$ cat src/rtl/mem_access_stage_if.sv
// Data-memory bus between the memory-access pipeline stage (master) and
// the data memory or bus fabric (slave).
interface mem_access_stage_if #(
    parameter int DATA_WIDTH = 32,
    parameter int ADDR_WIDTH = 20
);
    logic                  dmem_req;
    logic                  dmem_we;
    logic [ADDR_WIDTH-1:0] dmem_addr;
    logic [DATA_WIDTH-1:0] dmem_wdata;
    logic [DATA_WIDTH-1:0] dmem_rdata;
    logic                  dmem_ack;

    modport master (
        output dmem_req, dmem_we, dmem_addr, dmem_wdata,
        input  dmem_rdata, dmem_ack
    );

    modport slave (
        input  dmem_req, dmem_we, dmem_addr, dmem_wdata,
        output dmem_rdata, dmem_ack
    );
endinterface

$ cat src/rtl/mem_access_stage.sv
// Memory-access pipeline stage: issues one load/store at a time on the data
// bus, stalls upstream until ack or timeout, and registers the write-back.
module mem_access_stage #(
    parameter int DATA_WIDTH     = 32,
    parameter int REG_ADDR_WIDTH = 5,
    parameter int ADDR_WIDTH     = 20,
    parameter int TIMEOUT_CYCLES = 16
) (
    input  logic                      clk,
    input  logic                      rst,
    input  logic                      flush_in,
    input  logic                      mem_data_rd_en_in,
    input  logic                      mem_data_wr_en_in,
    input  logic [DATA_WIDTH-1:0]     mem_data_in,
    input  logic [DATA_WIDTH-1:0]     alu_data_in,
    input  logic                      reg_wr_en_in,
    input  logic [REG_ADDR_WIDTH-1:0] reg_wr_addr_in,
    mem_access_stage_if.master        dmem,
    output logic                      stall_out,
    output logic                      reg_wr_en_out,
    output logic [REG_ADDR_WIDTH-1:0] reg_wr_addr_out,
    output logic [DATA_WIDTH-1:0]     wb_data_out,
    output logic                      bus_error_out
);

    typedef enum logic {IDLE, WAIT} state_t;

    localparam logic [7:0] LAST_WAIT = 8'(TIMEOUT_CYCLES - 1);

    state_t                    state;
    state_t                    next_state;
    logic [7:0]                wait_cnt;
    logic                      cap_reg_wr_en;
    logic [REG_ADDR_WIDTH-1:0] cap_reg_wr_addr;
    logic                      access;
    logic                      timeout;

    assign access  = (mem_data_rd_en_in | mem_data_wr_en_in) & ~flush_in;
    assign timeout = (state == WAIT) & ~dmem.dmem_ack & (wait_cnt == LAST_WAIT);

    always_ff @(posedge clk or posedge rst) begin
        if (rst) begin
            state <= IDLE;
        end else begin
            state <= next_state;
        end
    end

    always_comb begin
        next_state = state;
        case (state)
            IDLE:    if (access) next_state = WAIT;
            WAIT:    if (dmem.dmem_ack || timeout) next_state = IDLE;
            default: next_state = IDLE;
        endcase
    end

    always_comb begin
        stall_out = 1'b0;
        case (state)
            IDLE:    stall_out = access;
            WAIT:    stall_out = ~dmem.dmem_ack;
            default: stall_out = 1'b0;
        endcase
    end

    // Bus hold registers and write-back registers; pipeline inputs are only
    // looked at in IDLE, so a flush can never abort an issued transaction.
    always_ff @(posedge clk or posedge rst) begin
        if (rst) begin
            dmem.dmem_req   <= 1'b0;
            dmem.dmem_we    <= 1'b0;
            dmem.dmem_addr  <= '0;
            dmem.dmem_wdata <= '0;
            wait_cnt        <= '0;
            cap_reg_wr_en   <= 1'b0;
            cap_reg_wr_addr <= '0;
            reg_wr_en_out   <= 1'b0;
            reg_wr_addr_out <= '0;
            wb_data_out     <= '0;
            bus_error_out   <= 1'b0;
        end else begin
            bus_error_out <= 1'b0;
            if (state == IDLE) begin
                if (access) begin
                    dmem.dmem_req   <= 1'b1;
                    dmem.dmem_we    <= mem_data_wr_en_in;
                    dmem.dmem_addr  <= alu_data_in[ADDR_WIDTH-1:0];
                    dmem.dmem_wdata <= mem_data_in;
                    wait_cnt        <= '0;
                    cap_reg_wr_en   <= reg_wr_en_in & ~mem_data_wr_en_in;
                    cap_reg_wr_addr <= reg_wr_addr_in;
                    reg_wr_en_out   <= 1'b0;
                end else begin
                    reg_wr_en_out   <= reg_wr_en_in & ~flush_in;
                    reg_wr_addr_out <= reg_wr_addr_in;
                    wb_data_out     <= alu_data_in;
                end
            end else if (dmem.dmem_ack) begin
                dmem.dmem_req   <= 1'b0;
                reg_wr_en_out   <= cap_reg_wr_en & ~dmem.dmem_we;
                reg_wr_addr_out <= cap_reg_wr_addr;
                wb_data_out     <= dmem.dmem_we ? '0 : dmem.dmem_rdata;
            end else if (timeout) begin
                dmem.dmem_req <= 1'b0;
                reg_wr_en_out <= 1'b0;
                bus_error_out <= 1'b1;
            end else begin
                wait_cnt      <= wait_cnt + 8'd1;
                reg_wr_en_out <= 1'b0;
            end
        end
    end

endmodule

$ cat src/flat_wrapper.sv
// flat-port wrapper written by rule: the top's interface ports become plain ports
module mem_access_stage_flat 
#(
    parameter int DATA_WIDTH     = 32,
    parameter int REG_ADDR_WIDTH = 5,
    parameter int ADDR_WIDTH     = 20,
    parameter int TIMEOUT_CYCLES = 16
)
  (clk, rst, flush_in, mem_data_rd_en_in, mem_data_wr_en_in, mem_data_in, alu_data_in, reg_wr_en_in, reg_wr_addr_in, stall_out, reg_wr_en_out, reg_wr_addr_out, wb_data_out, bus_error_out, dmem_dmem_req, dmem_dmem_we, dmem_dmem_addr, dmem_dmem_wdata, dmem_dmem_rdata, dmem_dmem_ack);
  mem_access_stage_if #(.DATA_WIDTH(DATA_WIDTH), .ADDR_WIDTH(ADDR_WIDTH)) dmem_i ();
  input  logic clk;
  input  logic rst;
  input  logic flush_in;
  input  logic mem_data_rd_en_in;
  input  logic mem_data_wr_en_in;
  input  logic [DATA_WIDTH-1:0] mem_data_in;
  input  logic [DATA_WIDTH-1:0] alu_data_in;
  input  logic reg_wr_en_in;
  input  logic [REG_ADDR_WIDTH-1:0] reg_wr_addr_in;
  output logic stall_out;
  output logic reg_wr_en_out;
  output logic [REG_ADDR_WIDTH-1:0] reg_wr_addr_out;
  output logic [DATA_WIDTH-1:0] wb_data_out;
  output logic bus_error_out;
  output wire logic [$bits(dmem_i.dmem_req)-1:0] dmem_dmem_req;
  output wire logic [$bits(dmem_i.dmem_we)-1:0] dmem_dmem_we;
  output wire logic [$bits(dmem_i.dmem_addr)-1:0] dmem_dmem_addr;
  output wire logic [$bits(dmem_i.dmem_wdata)-1:0] dmem_dmem_wdata;
  input wire logic [$bits(dmem_i.dmem_rdata)-1:0] dmem_dmem_rdata;
  input wire logic [$bits(dmem_i.dmem_ack)-1:0] dmem_dmem_ack;
  assign dmem_dmem_req = dmem_i.dmem_req;
  assign dmem_dmem_we = dmem_i.dmem_we;
  assign dmem_dmem_addr = dmem_i.dmem_addr;
  assign dmem_dmem_wdata = dmem_i.dmem_wdata;
  assign dmem_i.dmem_rdata = dmem_dmem_rdata;
  assign dmem_i.dmem_ack = dmem_dmem_ack;
  mem_access_stage #(.DATA_WIDTH(DATA_WIDTH), .REG_ADDR_WIDTH(REG_ADDR_WIDTH), .ADDR_WIDTH(ADDR_WIDTH), .TIMEOUT_CYCLES(TIMEOUT_CYCLES)) u_core (.clk(clk), .rst(rst), .flush_in(flush_in), .mem_data_rd_en_in(mem_data_rd_en_in), .mem_data_wr_en_in(mem_data_wr_en_in), .mem_data_in(mem_data_in), .alu_data_in(alu_data_in), .reg_wr_en_in(reg_wr_en_in), .reg_wr_addr_in(reg_wr_addr_in), .dmem(dmem_i), .stall_out(stall_out), .reg_wr_en_out(reg_wr_en_out), .reg_wr_addr_out(reg_wr_addr_out), .wb_data_out(wb_data_out), .bus_error_out(bus_error_out));
endmodule
$ cat config.mk
export PLATFORM = sky130hd
export DESIGN_NAME = mem_access_stage_flat
export DESIGN_NICKNAME = d
export VERILOG_FILES = /design/src/rtl/mem_access_stage_if.sv /design/src/rtl/mem_access_stage.sv /design/src/flat_wrapper.sv
export SDC_FILE = /design/constraint.sdc
export NUM_CORES = 1
export LEC_CHECK = 0
export BUFFER_PORTS_ARGS = -buffer_cell sky130_fd_sc_hd__buf_2
export CORE_AREA = 3 3 114 116
export CTS_BUF_LIST = sky130_fd_sc_hd__clkbuf_8 sky130_fd_sc_hd__clkbuf_16
export DETAILED_ROUTE_END_ITERATION = 7
export DIE_AREA = 0 0 117 119
export GPL_TIMING_DRIVEN = 0
export PLACE_DENSITY_LB_ADDON = 0.1
export SYNTH_ARGS = -nofsm -noshare
export SYNTH_HDL_FRONTEND = slang
export SYNTH_SLANG_ARGS = --single-unit
$ cat constraint.sdc
create_clock -name clk -period 7.8 [get_ports clk]
set_input_delay 0.39 -clock clk [delete_from_list [all_inputs] [get_ports clk]]
set_output_delay 0.39 -clock clk [all_outputs]
set_load 0.05 [all_outputs]
## Word-level counts from Yosys, hierarchy flattened

Index checks and enable logic that the tools add are counted.

- Input bits: 108
- Register bits: 108

- Add/sub/neg operators: 1
- Bitwise operators: 12
- Mux-type cells: 25
- Equality and inequality tests: 6
- Reductions and logical operators: 6

Operators with widths:

| cell | count |
|---|---|
| $mux W32 | 4 |
| $mux W8 | 4 |
| $mux W5 | 3 |
| $mux W1 | 12 |
| $add A8 B1 Y8 const B | 1 |
| $eq A8 B4 Y1 const B | 1 |
| $and A1 B1 Y1 | 6 |
| $ne A2 B2 Y1 const B | 3 |
| $reduce_and A2 Y1 | 3 |
| $not A1 Y1 | 5 |
| $pmux W1 S2 | 2 |
| $ne A3 B3 Y1 const B | 1 |
| $reduce_and A3 Y1 | 1 |
| $ne A2 B1 Y1 const B | 1 |
| $reduce_bool A2 Y1 | 1 |
| $logic_or A1 B1 Y1 | 1 |
| $or A1 B1 Y1 | 1 |

## Depth between registers and ports, before layout

Gate-level depths: netlist of run 1.

- Depth in word-level cells: 6
- Mapped depth: 6
- Mapped depth without buffers: 4

## Least setup slack after synthesis of run 1

No wires, ideal clock.

- Path type: reg2out
- From: register u_core.state
- To: output stall_out
- Cell stages (with the launch flop): 7
- Data required time: 7410 ps
- Buffers on the path: 3
- Path slack: 5981 ps
- Arrival: 1429 ps
- Path through: dfrtp_1 -> buf_2 -> nor2_2 -> a21oi_1 -> buf_4 -> buf_6 -> inv_1

- Cells in the longest elaborated chain, start to end: 2

RTL lines:

| item | RTL line | text |
|---|---|---|
| from (decl) | mem_access_stage.sv:30 | `state_t state;` |
| from (signal assigned) | mem_access_stage.sv:45 | `state <= next_state;` |
| $not A1 Y1 (no line) | n/a |  |
| $pmux W1 S2 (*) | mem_access_stage.sv:60 | `case (state)` |
| to (decl) | flat_wrapper.sv:20 | `output logic stall_out;` |

Mark *: on every way between the ends. The rest lies on a longest branch, timed or not.

## Worst setup path after layout of run 1

Same ends and word-level chain as after synthesis.

==> results of run 1 <==
## worst max-delay path by stage
| stage | slack, ns | to | start |
|---|---|---|---|
| final | 5.41 | stall_out | u_core.state |
| after global routing | 5.28 | stall_out | u_core.state |
| after floorplan | 4.56 | u_core.bus_error_out | rst |
| after global placement | 3.23 | u_core.wb_data_out[19] | rst |
| after CTS | 5.39 | stall_out | u_core.state |
| after detailed placement | 5.69 | stall_out | mem_data_wr_en_in |
## placed cells by master, fill, tap and decap left out, drive strengths merged, types with 2 or more instances in the layout
master	count
clkbuf	18
nor2	4
nand4	2
buf	217
mux2	68
nand2	6
or2	2
a21o	2
a21oi	33
nand2b	2
o21ai	11
nor2b	34
nand3	2
a41o	2
dfrtp	108
mux2i	36
nor3	2
inv	39
## sequential cells by signal, summed over array words and instances, names as in the netlist
name                    count
u_core.dmem.dmem_addr      20
u_core.cap_reg_wr_addr      5
u_core.wait_cnt             8
u_core.reg_wr_en_out        1
u_core.reg_wr_addr_out      5
u_core.cap_reg_wr_en        1
u_core.bus_error_out        1
u_core.dmem.dmem_req        1
u_core.dmem.dmem_we         1
u_core.state                1
u_core.dmem.dmem_wdata     32
u_core.wb_data_out         32
## cell usage after synthesis (2+ instances only)
library cell and count:
o21ai_0 11, buf_2 6, mux2_2 51, mux2i_1 36, a21oi_1 33, nand2_1 6
buf_6 5, dfrtp_1 108, nand2b_1 2, nor2b_1 34, nand3_1 2, nor3_1 2
nor2_2 2, clkbuf_1 6, buf_4 4, a21o_1 2, mux2_1 17, or2_1 2
nand4_1 2, inv_1 36
## report_power, final
part	switching [mW]	internal [mW]	total, mW	leakage (nW)
clock	0.195	0.239	0.435	0.152
sequential	0.0726	0.693	0.766	1.30
combinational	0.630	0.239	0.869	1.81
## cells by family after synthesis
family	Yosys count
AOI/OAI and AO/OA	55
adders and majority gates	1
buffers and inverters	57
DFF	108
muxes	104
and+or+nand+nor	60
## through the flow
step | utilization [%] | power, mW
after global placement | 49.8 | 1.64
final | 52.4 | 2.07
after floorplan | - | 1.42
after detailed placement | 50.1 | 1.65
after global routing | 52.4 | 2.18
after CTS | 52.4 | 2.10
## critical path, cell delays in order (launching register included)
cell and delay, ns:
dfrtp_1 0.37, buf_2 0.19, nor2_2 0.26, a21oi_1 0.13
buf_4 0.22, buf_6 0.17, inv_1 0.05, buf_2 0.25
## cell type report
class | instances | area, um^2
plain buffers | 21 | 139
clock buffers | 12 | 267
clock inverters | 4 | 16.3
fillers | 1098 | 5720
inverters | 36 | 138
multi-input cells | 220 | 1820
flip-flops and latches | 108 | 2700
well taps | 147 | 184
repair buffers | 202 | 1030
## routing by layer
metal  vias to the layer above  GRT usage [%]
li1                       1740              -
met1                      1725           21.2
met2                       148           29.0
met3                        17           5.74
met4                         0           7.03
met5                         -              0
==> metrics.md, run 1 <==
| Metric | Value |
|---|---|
| Status | `completed` |
| Synth cell types | `38` |
| M1 wire length | `4870 um` |
| Crit share post-route | `30.6%` |
| Antenna fix cells | `0` |
| Crit Path Category | `register to primary output` |
| Post-synthesis simple-gate area fraction | `7.65%` |
| Number of remaining DRC errors | `0` |
| RR Endpoint | `u_core.cap_reg_wr_addr[3]` |
| Routed wire length per instance | `15.9 um` |
| Peak VDD IR | `0.147 mV` |
| GRT overflow | `0` |
| Instance area after placement | `0.00601 mm^2` |
| R2R depth | `6` |
| Die height | `119 um` |
| Primary FF master, synth | `dfrtp_1` |
| Asr flop ratio synth | `100%` |
| Leak | `3.26 nW` |
| DR vias/cell | `4.84` |
| Port bufs | `201` |
| Post-route cell area | `0.00629 mm^2` |
| Fin worst setup slack | `5.41 ns` |
| Routed Antenna Nets | `0` |
| Pwr dens | `329 mW/mm^2` |
| Ys Warns | `0` |
| Worst endpoint required time | `7.41 ns` |
| Crit path DAT | `2.00 ns` |
| R2R Path Start | `u_core.state` |
| Type of the most critical hold path | `input port to async pin` |
| Hold slack | `0.150 ns` |
| DR top layer | `met4` |
| Initial DRC count | `129` |
| Pre-CTS setup slack | `5.69 ns` |
| Fin Setup TNS | `0 ns` |
| Post-synth EDFFs | `0` |
| CTS Root Cell | `clkbuf_16` |
| Sequential-to-total area share from yosys stat | `56.4%` |
| Drt first pass iters | `4` |
| Least-Margin Pin Slew | `0.802 ns` |
| # IOs | `202` |
| Mapped Cells | `385` |
| Post-CTS setup buffers | `0` |
| Post-synthesis adder-cell area fraction | `0.261%` |
| Non-filler cells, final | `750` |
| Final Skew | `0.00290 ns` |
| Die width | `117 um` |
| Tmin final | `2.39 ns` |
| Syn Area/Cell | `12.4 um^2` |
| Std-Cell Rows | `40` |
| Num CTS Buffers | `9` |
| Number of synthesized register bits | `108` |
| Area Growth Syn to Fin | `31.4%` |
| Slew headroom | `46.0%` |
| Largest family of logic cells by synthesized area | `multiplexers` |
| Syn_nets | `494` |
| Share of cells above drive strength 1 | `47.4%` |
| Die footprint | `0.0139 mm^2` |
| Crit path launch type | `register` |
| Clock buffer depth | `2` |
| Complex-gate fraction of the synthesized area | `6.48%` |
| Hold buffers post-CTS | `0` |
| Worst-path clk slew | `0.07 ns` |
| Routed met2 length | `5760 um` |
| Cts repair resizes | `0` |
| R2r setup slk | `5.98 ns` |
| Initial Util | `39.9%` |
| H-tree lvl count | `3` |
| Dpl hpwl | `8850 um` |
| Final setup fails | `0` |
| Final wirelength | `12000 um` |
| Total GRT Usage | `17.7%` |
| Cell Count Post-Placement | `734` |
| Max Fclk | `419 MHz` |
| Fin. max-slew vios | `0` |
| CP Capture Type | `primary output` |
| WL met3 | `1080 um` |
| RSZ-0062 raised after global routing | `no` |
| First-pass GRT wire length | `19200 um` |
| Final #Nets | `707` |
| Cell taking the most area after synthesis | `dfrtp_1` |
| Placer congestion estimate | `0.786` |
| Initial antenna violation count | `0` |
| Worst skew pair latency | `0.34 ns` |
| Via count of the first global-routing pass | `3872` |
| Max-cap violations | `0` |
| Yosys top cell area share | `56.4%` |
| Largest net degree at the start of global routing | `58` |
| Xor and xnor area share after synthesis | `0%` |
| Crit Path Max Fanout | `10` |
| Core area | `0.0120 mm^2` |
| Synth top area cells | `dfrtp_1 (56%), mux2_2 (12%), mux2i_1 (7.5%)` |
| Post-Syn Area | `0.00479 mm^2` |
| Mux cell area share after synthesis | `23.5%` |
| Vias | `3630` |
| Clk sinks | `108` |
| Final-report hold violation count | `0` |
| CTS tree | `yes` |
(Power assumes the default switching activity.)
==> inputs of run 2 (changes only) <==
--- a/config.mk
+++ b/config.mk
@@ -5,6 +5,7 @@
 export SDC_FILE = /design/constraint.sdc
 export NUM_CORES = 1
 export LEC_CHECK = 0
+export ABC_AREA = 1
 export BUFFER_PORTS_ARGS = -buffer_cell sky130_fd_sc_hd__buf_2
 export CORE_AREA = 3 3 114 116
 export CTS_BUF_LIST = sky130_fd_sc_hd__clkbuf_8 sky130_fd_sc_hd__clkbuf_16
==> constraint.sdc (replaced) <==
create_clock -name clk -period 2.1 [get_ports clk]
set_input_delay 0.105 -clock clk [delete_from_list [all_inputs] [get_ports clk]]
set_output_delay 0.105 -clock clk [all_outputs]
set_load 0.05 [all_outputs]
==> metrics.md, run 2 <==
| Metric | Value |
|---|---|
| Number of remaining DRC errors | `0` |
| Status | `completed` |
| Synth top area cells | `dfrtp_1 (56%), nand2_1 (22%), o21ai_0 (5.1%)` |
| Dpl hpwl | `10300 um` |
| Least-Margin Pin Slew | `0.860 ns` |
| Slew headroom | `42.0%` |
| Fillers | `1127` |
| H-tree lvl count | `3` |
| Worst skew pair latency | `0.34 ns` |
| # IOs | `202` |
| Die height | `119 um` |
| Die footprint | `0.0139 mm^2` |
| Largest net degree at the start of global routing | `42` |
| Placer congestion estimate | `0.816` |
| CP Capture Type | `primary output` |
| First-pass GRT wire length | `22000 um` |
| Crit Path Max Fanout | `10` |
| Antenna fix cells | `0` |
| Ys Warns | `0` |
| Syn_nets | `699` |
| Vias | `4705` |
| Yosys top cell area share | `56.2%` |
| Most common cell after layout, fill and taps aside | `nand2_1` |
| Max-cap violations | `0` |
| Top-count cell post-synth | `nand2_1` |
| Fin. max-slew vios | `0` |
| Synth top cells by count | `nand2_1 (286), dfrtp_1 (108), o21ai_0 (49)` |
| Crit share post-route | `90.6%` |
| Port bufs | `201` |
| Routed Antenna Nets | `0` |
| Crit Path Category | `register to primary output` |
| Synth cell types | `27` |
| Hold slack | `0.0353 ns` |
| Drt first pass iters | `4` |
| RSZ-0062 raised after global routing | `no` |
| Clock buffer depth | `2` |
| Std-Cell Rows | `40` |
| Post-Syn Area | `0.00481 mm^2` |
| Tmin final | `1.90 ns` |
| Clk sinks | `108` |
| Post-synth EDFFs | `0` |
| Sequential-to-total area share from yosys stat | `56.2%` |
| Initial DRC count | `251` |
| Share of cells above drive strength 1 | `29.6%` |
| Worst-path clk slew | `0.07 ns` |
| Initial Util | `40.0%` |
| Biggest regs | `u_core.dmem.dmem_wdata (32), u_core.wb_data_out (32), u_core.dmem.dmem_addr (20)` |
| Core area | `0.0120 mm^2` |
| Total GRT Usage | `20.0%` |
| Final #Nets | `946` |
| Fin Setup TNS | `0 ns` |
| Via count of the first global-routing pass | `4550` |
| Num CTS Buffers | `9` |
| Crit path DAT | `1.80 ns` |
| Post-CTS setup buffers | `0` |
| Syn Area/Cell | `8.15 um^2` |
| Asr flop ratio synth | `100%` |
| Routed wire length per instance | `14.1 um` |
| Number of synthesized register bits | `108` |
| Pwr dens | `1130 mW/mm^2` |
| Peak VDD IR | `0.508 mV` |
| Crit path launch type | `register` |
| Die width | `117 um` |
| DR vias/cell | `4.76` |
| Type of the most critical hold path | `input port to register` |
| CTS Root Cell | `clkbuf_16` |
| Leak | `3.76 nW` |
| GRT overflow | `0` |
| Area Growth Syn to Fin | `38.9%` |
| Primary FF master, synth | `dfrtp_1` |
| Cell taking the most area after synthesis | `dfrtp_1` |
| Final wirelength | `14000 um` |
| Initial antenna violation count | `1` |
| Final-report hold violation count | `0` |
| Mapped Cells | `590` |
| Final setup fails | `0` |
| Final Skew | `0.00672 ns` |
| Commonest cells after routing, fill and taps aside | `nand2_1 (286), buf_2 (208), dfrtp_1 (108), o21ai_0 (49), nand3_1 (41)` |
| Max Fclk | `525 MHz` |
| Worst endpoint required time | `2.00 ns` |
| CTS tree | `yes` |
[run 2: cell count changes after synthesis, sizes merged, moves of 34 or more]
cell / delta
nor2b: -34
mux2i: -36
nand2: +283
o21ai: +46
mux2: -68
nand3: +40
[run 2: critical path, stage by stage (launching register included)]
cell     delay, ns
dfrtp_1       0.37
buf_6         0.15
nor2_4        0.12
o21ai_4       0.11
nand2_4       0.12
buf_2         0.27
buf_2         0.32
[run 2: what timing repair did]
action | in CTS | in global routing
hold buffers | 33 | 0
gates resized for setup | 0 | 0
endpoints found under the hold margin | 63 | 0
[run 2: final timing paths]
kind | from | endpoint | slack, ns | cells past startpoint
min in group asynchronous | rst | u_core.dmem.dmem_wdata[6] | 0.42 | 3
worst min register to register | u_core.dmem.dmem_wdata[7] | u_core.dmem.dmem_wdata[7] | 0.47 | 2
worst max-delay path | u_core.state | stall_out | 0.20 | 6
max in group asynchronous | rst | u_core.dmem.dmem_addr[14] | 0.78 | 5
worst max register to register | u_core.dmem.dmem_we | u_core.wb_data_out[0] | 0.64 | 6
worst min-delay path | alu_data_in[8] | u_core.dmem.dmem_addr[8] | 0.04 | 3
[run 2: cell type report]
| type | count | area, um^2 | share of cell area, % |
|---|---|---|---|
| repair buffers | 236 | 1380 | 20.6 |
| plain buffers | 32 | 200 | 3.00 |
| clock inverters | 6 | 65.1 | 0.975 |
| well taps | 147 | 184 | 2.76 |
| flip-flops and latches | 108 | 2700 | 40.5 |
| clock buffers | 10 | 239 | 3.58 |
| multi-input cells | 411 | 1760 | 26.3 |
| inverters | 39 | 153 | 2.29 |
[run 2: layer usage]
layer / track usage (%) / part of all wire (%)
met1: 26.9 / 45
met5: 0 / 0.093
met4: 6.38 / 2.1
met3: 4.01 / 5.7
met2: 32.2 / 47
[run 2: logic make-up after synthesis]
family | after synthesis | synth area share [%]
adder cells (fa/ha/maj) | 1 | 0.260
XOR/XNOR | 1 | 0.182
AO/OA/AOI/OAI | 64 | 7.08
buffers and inverters | 71 | 7.26
flip-flops | 108 | 56.2
AND/OR/NAND/NOR | 345 | 29.0
[run 2: report_power, final]
group | switching [mW] | internal, mW | total [mW]
Clock | 0.754 | 0.956 | 1.71
Sequential | 0.236 | 2.52 | 2.76
Combinational | 2.35 | 0.734 | 3.08
[run 2: per-stage QoR]
step / area, um^2 / util (%) / setup slack [ns] / power [mW] / cells
2_1_floorplan: 4810 / - / 0.693 / 5.00 / 590
3_3_place_gp: 6000 / 50.0 / -0.0535 / 5.80 / 938
3_5_place_dp: 6040 / 50.3 / 0.545 / 5.84 / 940
4_1_cts: 6680 / 55.6 / 0.168 / 7.63 / 989
5_1_grt: 6680 / 55.6 / 0.0870 / 7.97 / 989
6_report: 6680 / 55.6 / 0.197 / 7.55 / 989
==> inputs of run 3 (changes only) <==
--- a/config.mk
+++ b/config.mk
@@ -7,10 +7,10 @@
 export LEC_CHECK = 0
 export ABC_AREA = 1
 export BUFFER_PORTS_ARGS = -buffer_cell sky130_fd_sc_hd__buf_2
-export CORE_AREA = 3 3 114 116
+export CORE_AREA = 3 3 122 124
 export CTS_BUF_LIST = sky130_fd_sc_hd__clkbuf_8 sky130_fd_sc_hd__clkbuf_16
 export DETAILED_ROUTE_END_ITERATION = 7
-export DIE_AREA = 0 0 117 119
+export DIE_AREA = 0 0 125 127
 export GPL_TIMING_DRIVEN = 0
 export PLACE_DENSITY_LB_ADDON = 0.1
 export SYNTH_ARGS = -nofsm -noshare
==> metrics.md, run 3 (same netlist as run 2, synthesis figures left out) <==
| Metric | Value |
|---|---|
| Status | `completed` |
| Die footprint | `0.0159 mm^2` |
| Dpl hpwl | `11100 um` |
| Reg power frac | `36.3%` |
| Placer congestion estimate | `0.850` |
| Worst skew pair latency | `0.35 ns` |
| Worst endpoint required time | `2.00 ns` |
| Antenna fix cells | `0` |
| R2r setup slk | `0.61 ns` |
| Crit path launch type | `register` |
| Initial antenna violation count | `0` |
| Peak VDD IR | `0.485 mV` |
| Type of the most critical hold path | `input port to register` |
| Busiest grt layer | `met2` |
| DR vias/cell | `4.59` |
| Fin worst setup slack | `0.162 ns` |
| Global-route track usage on met2 | `31.5%` |
| Area Growth Syn to Fin | `40.3%` |
| Hold buffers post-CTS | `33` |
| Crit Path Category | `register to primary output` |
| RSZ-0062 raised after global routing | `no` |
| Non-filler cells, final | `1023` |
| CTS tree | `yes` |
| Cell Count Post-Placement | `974` |
| CTS Root Cell | `clkbuf_16` |
| Max Fclk | `516 MHz` |
| Routed Antenna Nets | `0` |
| Final Skew | `0.00658 ns` |
| Power Internal | `4.25 mW` |
| Slew headroom | `51.7%` |
| Critical Path Start | `u_core.state` |
| Initial DRC count | `217` |
| Post-CTS setup buffers | `0` |
| Final-report hold violation count | `0` |
| Clock buffer depth | `2` |
| Initial Util | `34.6%` |
| Tmin final | `1.94 ns` |
| Total GRT Usage | `18.8%` |
| R2R Path Start | `u_core.state` |
| Crit Path Max Fanout | `10` |
| Port bufs | `201` |
| Vias | `4693` |
| First-pass GRT wire length | `24400 um` |
| Leak | `3.77 nW` |
| Worst-path clk slew | `0.07 ns` |
| Commonest cells after routing, fill and taps aside | `nand2_1 (286), buf_2 (208), dfrtp_1 (108), o21ai_0 (49), nand3_1 (41)` |
| Number of remaining DRC errors | `0` |
| Grt met3 use | `3.18%` |
| Cts repair resizes | `0` |
| CP Capture Type | `primary output` |
| Pwr dens | `1130 mW/mm^2` |
| Worst hold path startpoint | `alu_data_in[5]` |
| Fin. max-slew vios | `0` |
| Hold slack | `0.0309 ns` |
| Share of cells above drive strength 1 | `29.8%` |
| # IOs | `202` |
| Most common cell after layout, fill and taps aside | `nand2_1` |
| P_sw | `3.36 mW` |
| Least-Margin Pin Slew | `0.716 ns` |
| Std-Cell Rows | `43` |
| Drt first pass iters | `4` |
| Die width | `125 um` |
| Die height | `127 um` |
| H-tree lvl count | `3` |
| Switching Fraction | `44.2%` |
| Via count of the first global-routing pass | `4830` |
| Clk sinks | `108` |
| Combinational Power Share | `40.7%` |
| Final #Nets | `947` |
| M1 GR Usage | `25.0%` |
| Pre-CTS setup slack | `0.523 ns` |
| Largest net degree at the start of global routing | `33` |
| Crit share post-route | `92.3%` |
| Clk network pwr share | `23.0%` |
| Num CTS Buffers | `9` |
| Max-cap violations | `0` |
| Crit path DAT | `1.83 ns` |
| Biggest regs | `u_core.dmem.dmem_wdata (32), u_core.wb_data_out (32), u_core.dmem.dmem_addr (20)` |
| Routed wire length per instance | `14.4 um` |
| Final wirelength | `14700 um` |
| GRT overflow | `0` |
| Final setup fails | `0` |
| Core area | `0.0139 mm^2` |
-- run 3: path summary, 6_finish.rpt --
path,endpoint,cells past startpoint
max,stall_out,6
min,u_core.dmem.dmem_addr[5],3
max reg2reg,u_core.reg_wr_addr_out[0],6
min reg2reg,u_core.reg_wr_addr_out[4],2
max in group asynchronous,u_core.wb_data_out[3],6
min in group asynchronous,u_core.dmem.dmem_wdata[2],3
-- run 3: routing by layer --
| metal | up-vias | routed length, um |
|---|---|---|
| met1 | 2198 | 6770 |
| met5 | - | 0 |
| met2 | 139 | 6980 |
| li1 | 2336 | - |
| met4 | 0 | 288 |
| met3 | 20 | 658 |
-- run 3: cell type report --
| type | count | area (um^2) |
|---|---|---|
| Multi-Input combinational cell | 411 | 1760 |
| Timing Repair Buffer | 237 | 1400 |
| Clock buffer | 11 | 253 |
| Buffer | 32 | 200 |
| Tap cell | 180 | 225 |
| Sequential cell | 108 | 2700 |
| Inverter | 39 | 153 |
| Clock inverter | 5 | 58.8 |
| Fill cell | 1367 | 7140 |
-- run 3: power groups by stage --
stage          sequential (mW)  combinational, mW  clock [mW]
3_5_place_dp              2.80               3.07           0
5_1_grt                   2.83               3.33        1.88
4_1_cts                   2.77               3.13        1.82
3_3_place_gp              2.79               3.03           0
2_1_floorplan             4.22              0.786           0
6_report                  2.77               3.10        1.75
-- run 3: worst max-delay path, stage by stage (launching register included) --
cell	delay, ns
dfrtp_1	0.37
buf_6	0.16
nor2_4	0.12
o21ai_4	0.11
nand2_4	0.12
buf_2	0.27
buf_2	0.32
-- run 3: metrics by stage --
stage / util [%] / total power, mW / TNS, ns / instance area, um^2
2_1_floorplan: - / 5.00 / 0 / 4810
3_3_place_gp: 43.5 / 5.82 / -8.12 / 6040
3_5_place_dp: 44.0 / 5.87 / 0 / 6100
4_1_cts: 48.6 / 7.71 / 0 / 6740
5_1_grt: 48.6 / 8.04 / 0 / 6740
6_report: 48.6 / 7.62 / 0 / 6740
